### config.mk
export PLATFORM = sky130hd
export DESIGN_NAME = pipelined_controller_flat
export DESIGN_NICKNAME = d
export VERILOG_FILES = /design/src/rtl/pipelined_controller_if.sv /design/src/rtl/pipelined_controller.sv /design/src/flat_wrapper.sv
export SDC_FILE = /design/constraint.sdc
export NUM_CORES = 1
export LEC_CHECK = 0
export CAP_MARGIN = 20
export CELL_PAD_IN_SITES_DETAIL_PLACEMENT = 0
export CELL_PAD_IN_SITES_GLOBAL_PLACEMENT = 2
export CORE_MARGIN = 5
export CORE_UTILIZATION = 39
export DETAILED_ROUTE_END_ITERATION = 10
export DONT_BUFFER_PORTS = 1
export PLACE_DENSITY_LB_ADDON = 0.1
export SYNTH_ARGS = -nofsm -noshare
export SYNTH_HDL_FRONTEND = slang
export SYNTH_SLANG_ARGS = --single-unit
export TNS_END_PERCENT = 50
### constraint.sdc
create_clock -name CLK -period 4.3 [get_ports CLK]
set_input_delay 1.29 -clock CLK [delete_from_list [all_inputs] [get_ports CLK]]
set_output_delay 1.29 -clock CLK [all_outputs]
set_load 0.01 [all_outputs]
### src/rtl/pipelined_controller_if.sv
// Control bus between the ARM pipeline controller and its datapath.
// The controller takes the slave view; the datapath (or a bench standing in for it) takes the master view.
interface pipelined_controller_if;
  logic [31:0] INSTR;
  logic [3:0]  ALUFlagsE;
  logic [1:0]  RegSrcD;
  logic [1:0]  ImmSrcD;
  logic        Sel14;
  logic        ALUSrcE;
  logic        FlagWriteE;
  logic [3:0]  ALUControlE;
  logic        MemWriteM;
  logic        RegWriteW;
  logic        MemtoRegW;
  logic        PCSrcW;
  logic        StallF;
  logic        FlushD;
  logic        FlushE;
  logic [3:0]  Flags;

  modport master (
    output INSTR, ALUFlagsE,
    input  RegSrcD, ImmSrcD, Sel14, ALUSrcE, FlagWriteE, ALUControlE,
           MemWriteM, RegWriteW, MemtoRegW, PCSrcW, StallF, FlushD, FlushE, Flags
  );

  modport slave (
    input  INSTR, ALUFlagsE,
    output RegSrcD, ImmSrcD, Sel14, ALUSrcE, FlagWriteE, ALUControlE,
           MemWriteM, RegWriteW, MemtoRegW, PCSrcW, StallF, FlushD, FlushE, Flags
  );
endinterface

### src/rtl/pipelined_controller.sv
// Five-stage ARM pipeline control unit: D-stage decode, E/M/W control pipeline,
// NZCV flag register with condition check, and PC-write stall/flush generation.
module pipelined_controller (
  input logic CLK,
  input logic RESET,
  pipelined_controller_if.slave bus
);

  logic       validD;
  logic [1:0] regSrcD, immSrcD;
  logic       sel14D, regWriteD, memWriteD, memtoRegD, aluSrcD, flagWD, branchD, pcsD;
  logic [3:0] aluControlD;

  logic       regWriteE, memWriteE, memtoRegE, aluSrcE, flagWE, pcsE;
  logic [3:0] aluControlE, condE;
  logic       condExE;

  logic       regWriteM, memWriteM, memtoRegM, pcsM, pcsPendM;
  logic       regWriteW, memtoRegW, pcsW;
  logic [3:0] flags;
  logic       pcWrPending, flushD;
  logic       unusedInstrBits;

  assign unusedInstrBits = ^bus.INSTR[3:0];

  // Decode is forced to a NOP whenever the D slot holds a flushed or reset instruction.
  always_comb begin
    regSrcD     = 2'b00;
    immSrcD     = 2'b00;
    sel14D      = 1'b0;
    regWriteD   = 1'b0;
    memWriteD   = 1'b0;
    memtoRegD   = 1'b0;
    aluSrcD     = 1'b0;
    flagWD      = 1'b0;
    branchD     = 1'b0;
    aluControlD = 4'b0000;
    if (validD) begin
      if (bus.INSTR[27:4] == 24'h12FFF1) begin
        aluControlD = 4'b1101;
        branchD     = 1'b1;
      end else begin
        case (bus.INSTR[27:26])
          2'b00: begin
            aluControlD = bus.INSTR[24:21];
            aluSrcD     = bus.INSTR[25];
            if (bus.INSTR[24:23] == 2'b10) begin
              flagWD = 1'b1;
            end else begin
              regWriteD = 1'b1;
              flagWD    = bus.INSTR[20];
            end
          end
          2'b01: begin
            aluSrcD     = 1'b1;
            immSrcD     = 2'b01;
            aluControlD = bus.INSTR[23] ? 4'b0100 : 4'b0010;
            if (bus.INSTR[20]) begin
              regWriteD = 1'b1;
              memtoRegD = 1'b1;
            end else begin
              memWriteD  = 1'b1;
              regSrcD[1] = 1'b1;
            end
          end
          2'b10: begin
            regSrcD[0]  = 1'b1;
            immSrcD     = 2'b10;
            aluSrcD     = 1'b1;
            aluControlD = 4'b0100;
            branchD     = 1'b1;
            if (bus.INSTR[24]) begin
              regWriteD = 1'b1;
              sel14D    = 1'b1;
            end
          end
          default: ;
        endcase
      end
    end
  end

  assign pcsD = branchD | (regWriteD & (bus.INSTR[15:12] == 4'hF));

  // Condition check against the architectural flags; 1111 never executes.
  always_comb begin
    logic n, z, c, v;
    {n, z, c, v} = flags;
    case (condE)
      4'b0000: condExE = z;
      4'b0001: condExE = ~z;
      4'b0010: condExE = c;
      4'b0011: condExE = ~c;
      4'b0100: condExE = n;
      4'b0101: condExE = ~n;
      4'b0110: condExE = v;
      4'b0111: condExE = ~v;
      4'b1000: condExE = c & ~z;
      4'b1001: condExE = ~c | z;
      4'b1010: condExE = (n == v);
      4'b1011: condExE = (n != v);
      4'b1100: condExE = ~z & (n == v);
      4'b1101: condExE = z | (n != v);
      4'b1110: condExE = 1'b1;
      default: condExE = 1'b0;
    endcase
  end

  // Hazard window uses the ungated PCS so a not-taken branch stalls exactly as long as a taken one.
  assign pcWrPending = pcsD | pcsE | pcsPendM;
  assign flushD      = pcWrPending | pcsW;

  always_ff @(posedge CLK or negedge RESET) begin
    if (!RESET) begin
      validD      <= 1'b0;
      regWriteE   <= 1'b0;
      memWriteE   <= 1'b0;
      memtoRegE   <= 1'b0;
      aluSrcE     <= 1'b0;
      aluControlE <= 4'b0000;
      flagWE      <= 1'b0;
      pcsE        <= 1'b0;
      condE       <= 4'b0000;
      regWriteM   <= 1'b0;
      memWriteM   <= 1'b0;
      memtoRegM   <= 1'b0;
      pcsM        <= 1'b0;
      pcsPendM    <= 1'b0;
      regWriteW   <= 1'b0;
      memtoRegW   <= 1'b0;
      pcsW        <= 1'b0;
      flags       <= 4'b0000;
    end else begin
      validD      <= ~flushD;
      regWriteE   <= regWriteD;
      memWriteE   <= memWriteD;
      memtoRegE   <= memtoRegD;
      aluSrcE     <= aluSrcD;
      aluControlE <= aluControlD;
      flagWE      <= flagWD;
      pcsE        <= pcsD;
      condE       <= bus.INSTR[31:28];
      regWriteM   <= regWriteE & condExE;
      memWriteM   <= memWriteE & condExE;
      memtoRegM   <= memtoRegE;
      pcsM        <= pcsE & condExE;
      pcsPendM    <= pcsE;
      regWriteW   <= regWriteM;
      memtoRegW   <= memtoRegM;
      pcsW        <= pcsM;
      if (flagWE & condExE) begin
        flags <= bus.ALUFlagsE;
      end
    end
  end

  assign bus.RegSrcD     = regSrcD;
  assign bus.ImmSrcD     = immSrcD;
  assign bus.Sel14       = sel14D;
  assign bus.ALUSrcE     = aluSrcE;
  assign bus.FlagWriteE  = flagWE & condExE;
  assign bus.ALUControlE = aluControlE;
  assign bus.MemWriteM   = memWriteM;
  assign bus.RegWriteW   = regWriteW;
  assign bus.MemtoRegW   = memtoRegW;
  assign bus.PCSrcW      = pcsW;
  assign bus.StallF      = pcWrPending;
  assign bus.FlushD      = flushD;
  assign bus.FlushE      = ~validD;
  assign bus.Flags       = flags;

endmodule

### src/flat_wrapper.sv
// flat-port wrapper written by rule: the top's interface ports become plain ports
module pipelined_controller_flat 
  (CLK, RESET, bus_INSTR, bus_ALUFlagsE, bus_RegSrcD, bus_ImmSrcD, bus_Sel14, bus_ALUSrcE, bus_FlagWriteE, bus_ALUControlE, bus_MemWriteM, bus_RegWriteW, bus_MemtoRegW, bus_PCSrcW, bus_StallF, bus_FlushD, bus_FlushE, bus_Flags);
  pipelined_controller_if bus_i ();
  input logic CLK;
  input logic RESET;
  input wire logic [$bits(bus_i.INSTR)-1:0] bus_INSTR;
  input wire logic [$bits(bus_i.ALUFlagsE)-1:0] bus_ALUFlagsE;
  output wire logic [$bits(bus_i.RegSrcD)-1:0] bus_RegSrcD;
  output wire logic [$bits(bus_i.ImmSrcD)-1:0] bus_ImmSrcD;
  output wire logic [$bits(bus_i.Sel14)-1:0] bus_Sel14;
  output wire logic [$bits(bus_i.ALUSrcE)-1:0] bus_ALUSrcE;
  output wire logic [$bits(bus_i.FlagWriteE)-1:0] bus_FlagWriteE;
  output wire logic [$bits(bus_i.ALUControlE)-1:0] bus_ALUControlE;
  output wire logic [$bits(bus_i.MemWriteM)-1:0] bus_MemWriteM;
  output wire logic [$bits(bus_i.RegWriteW)-1:0] bus_RegWriteW;
  output wire logic [$bits(bus_i.MemtoRegW)-1:0] bus_MemtoRegW;
  output wire logic [$bits(bus_i.PCSrcW)-1:0] bus_PCSrcW;
  output wire logic [$bits(bus_i.StallF)-1:0] bus_StallF;
  output wire logic [$bits(bus_i.FlushD)-1:0] bus_FlushD;
  output wire logic [$bits(bus_i.FlushE)-1:0] bus_FlushE;
  output wire logic [$bits(bus_i.Flags)-1:0] bus_Flags;
  assign bus_i.INSTR = bus_INSTR;
  assign bus_i.ALUFlagsE = bus_ALUFlagsE;
  assign bus_RegSrcD = bus_i.RegSrcD;
  assign bus_ImmSrcD = bus_i.ImmSrcD;
  assign bus_Sel14 = bus_i.Sel14;
  assign bus_ALUSrcE = bus_i.ALUSrcE;
  assign bus_FlagWriteE = bus_i.FlagWriteE;
  assign bus_ALUControlE = bus_i.ALUControlE;
  assign bus_MemWriteM = bus_i.MemWriteM;
  assign bus_RegWriteW = bus_i.RegWriteW;
  assign bus_MemtoRegW = bus_i.MemtoRegW;
  assign bus_PCSrcW = bus_i.PCSrcW;
  assign bus_StallF = bus_i.StallF;
  assign bus_FlushD = bus_i.FlushD;
  assign bus_FlushE = bus_i.FlushE;
  assign bus_Flags = bus_i.Flags;
  pipelined_controller u_core (.CLK(CLK), .RESET(RESET), .bus(bus_i));
endmodule
==> summary.txt <==
Sequential share of the synthesized area -> 0.505
Critical R2R Launch -> u_core.bus.Flags[3]
WP data arrival -> 2.64 ns
Vias in the first global route -> 893
WHS Path Cells -> 0
Post-synthesis register bit count -> 27
Synthesized area -> 1340 um2
Mapped Avg Cell Area -> 11.2 um2
GPL Wtd Cong -> 0.764
Most frequent cells in the layout -> 27 x dfrtp_1, 10 x nor2b_1, 7 x inv_1, 7 x a21oi_1, 7 x nor2_1
Syn nets -> 161
Root Driver -> clkbuf_4
Pins Over Slew Limit -> 0
DR pass1 iterations -> 4
Post-CTS Setup Inserts -> 0
Tcrit/Tclk final -> 0.913
H-tree Lvls -> 1
Tot GR Track Use -> 0.127
Setup crit end kind -> primary output
Worst reg2reg path depth -> 5
Clock buffer depth -> 2
Starting Density -> 0.401
Routed Wire Length -> 2740 um
Share of layout cells above drive strength 1 -> 0.110
Die Width -> 68.6 um
First-pass GRT wire length -> 4330 um
Setup violations, final -> 0
Worst-path clk slew -> 0.15 ns
Slew HR -> 0.629
Mapped Cells -> 119
Final Critical Period -> 3.93 ns
Crit path max-delay family -> simple AND/OR/NAND/NOR gates
Core Area -> 3340 um2
Status -> completed
Post-CTS sizing -> 0
Commonest non-fill, non-tap cell in the layout -> dfrtp_1
Setup CP Type -> primary input to primary output
Top-Level Pins -> 60
Worst-Skew Late Latency -> 0.33 ns
Final Cell Area -> 1390 um2
Via count -> 882
Critical-path top delay cell -> nor4_1
Crit-path cells -> inv_1 -> ha_1 -> nand4b_1 -> nor4_1 -> nand4_1 -> a21oi_1 -> or4_1
Hold Path Origin -> u_core.pcsM
Residual DRC -> 0
Maximum vdd drop -> 0.131 mV
Die area -> 4700 um2
NumNets Final -> 161
Leakage -> 0.000637 uW
HP Class -> register to register
Largest net degree at the start of global routing -> 28
Hold Violations, Final -> 0
Buf+Inv Stages, Crit Path -> 1
DR iter-0 viols -> 46
Critical Path Source -> bus_INSTR[26]
Crit path max fanout -> 4
Num rows -> 21
Worst path required time -> 3.01 ns
Number of CTS-inserted buffers -> 3
Die extent in y -> 68.6 um
Layout area overhead -> 4.21%
Pwr Density -> 439 nW/um2
Max Clock Skew -> 0.00926 ns
Fillers -> 335
Setup TNS Final -> 0 ns
Hold_buf cts -> 0
WL/cell -> 16.7 um
Detail Route Antenna Nets -> 0
Hpwl dp -> 2170 um
Actual slew at the worst max-slew pin -> 0.556 ns
RR Endpoint -> u_core.bus.Flags[2]
TritonCTS clock tree -> done
RSZ-0062 raised after global routing -> no
R2R setup slack -> 2.17 ns
Maxcap violations -> 0
Synth warn -> 0
Startpoint types -> primary input
Synth cell types -> 37
Total global routing overflow -> 0
Worst stage delay on the critical path -> 0.31 ns
Initial antenna violation count -> 0
Placed Area -> 1360 um2
N_diodes -> 0
Clock sink total -> 27
Achievable frequency -> 255 MHz
Port bufs -> 0
Via/cell ratio -> 5.38
Min-Delay Endpoint -> u_core.bus.PCSrcW
-- flip-flops by register name, indices dropped and copies added, names as in the netlist --
name / cells
u_core.bus.ALUControlE: 4
u_core.pcsM: 1
u_core.regWriteM: 1
u_core.bus.RegWriteW: 1
u_core.bus.Flags: 4
u_core.flagWE: 1
u_core.condE: 4
u_core.bus.MemtoRegW: 1
u_core.memWriteE: 1
u_core.validD: 1
u_core.memtoRegE: 1
u_core.pcsE: 1
u_core.pcsPendM: 1
u_core.bus.PCSrcW: 1
u_core.memtoRegM: 1
u_core.bus.ALUSrcE: 1
u_core.regWriteE: 1
u_core.bus.MemWriteM: 1
-- final cells by class --
cell class / count / area [um2] / share of cell area
clock buffers: 3 / 22.5 / 0.0162
clock inverters: 1 / 8.76 / 0.00628
inverters: 7 / 26.3 / 0.0189
multi-input cells: 79 / 596 / 0.427
flip-flops and latches: 27 / 676 / 0.485
well taps: 46 / 57.6 / 0.0413
repair buffers: 1 / 7.51 / 0.00539
-- through the flow --
step	setup WS, ns	hold WS (ns)	instances	utilization	power, uW
floorplan	0.526	0.331	119	-	472
global placement	0.348	0.336	160	0.408	504
detailed placement	0.312	0.344	160	0.408	506
CTS	0.302	0.374	164	0.418	624
global route	0.0314	0.384	164	0.418	655
finish	0.373	0.369	164	0.418	612
-- cells by family after synthesis --
| group | Yosys count | share of synthesized area |
|---|---|---|
| simple gates | 49 | 0.222 |
| flops | 27 | 0.505 |
| compound gates | 18 | 0.111 |
| buf+inv | 13 | 0.0496 |
| mux | 7 | 0.0683 |
| fa+ha+maj | 4 | 0.0374 |
| xor+xnor | 1 | 0.00655 |
-- cells in the mapped netlist --
cell type  count  area [um2]
a2bb2oi_1      1        8.76
o211ai_1       2        15.0
a21oi_1        7        35.0
nand4bb_1      2        22.5
mux2_4         4        60.1
nor4_1         2        12.5
a32oi_1        2        17.5
nor3_1         3        15.0
a311oi_4       1        26.3
nor4b_1        1        8.76
xor2_1         1        8.76
nand3b_1       1        7.51
mux2_1         1        11.3
clkbuf_2       1        5.00
nand3_1        1        5.00
ha_1           4        50.1
nor2_1         7        26.3
or3_1          1        6.26
or4_4          1        11.3
or4_1          1        7.51
dfrtp_1       27         676
o31ai_4        1        21.3
o21ai_0        2        10.0
buf_2          1        5.00
inv_1          7        26.3
nor3b_1        2        15.0
and2_1         2        12.5
mux2i_1        2        20.0
nand2_1        6        22.5
a22oi_1        2        15.0
buf_4          4        30.0
nand4b_1       2        17.5
and3_1         3        18.8
nor2b_1       10        62.6
nand4_1        2        12.5
nand2_2        1        6.26
nand2b_1       1        6.26
-- metal layers --
| layer | track usage | up-vias | routed length [um] |
|---|---|---|---|
| li1 | - | 418 | - |
| met1 | 0.144 | 428 | 1050 |
| met2 | 0.211 | 34 | 1400 |
| met3 | 0.0405 | 2 | 247 |
| met4 | 0.0670 | 0 | 34 |
| met5 | 0 | - | 0 |
-- how the worst max path moves through the flow --
stage                            end  cells past startpoint
after floorplan           bus_FlushD                      7
after global routing      bus_FlushD                      7
after CTS                 bus_FlushD                      7
after detailed placement  bus_FlushD                      7
final                     bus_FlushD                      7
after global placement    bus_FlushD                      7
-- power by group --
| part | total (uW) | leakage (uW) | internal [uW] | switching, uW |
|---|---|---|---|---|
| logic | 134 | 0.000271 | 70.5 | 63.6 |
| registers | 363 | 0.000348 | 292 | 71.6 |
| clock network | 115 | 0.0000183 | 37.9 | 77.0 |
(Power assumes the default switching activity.)
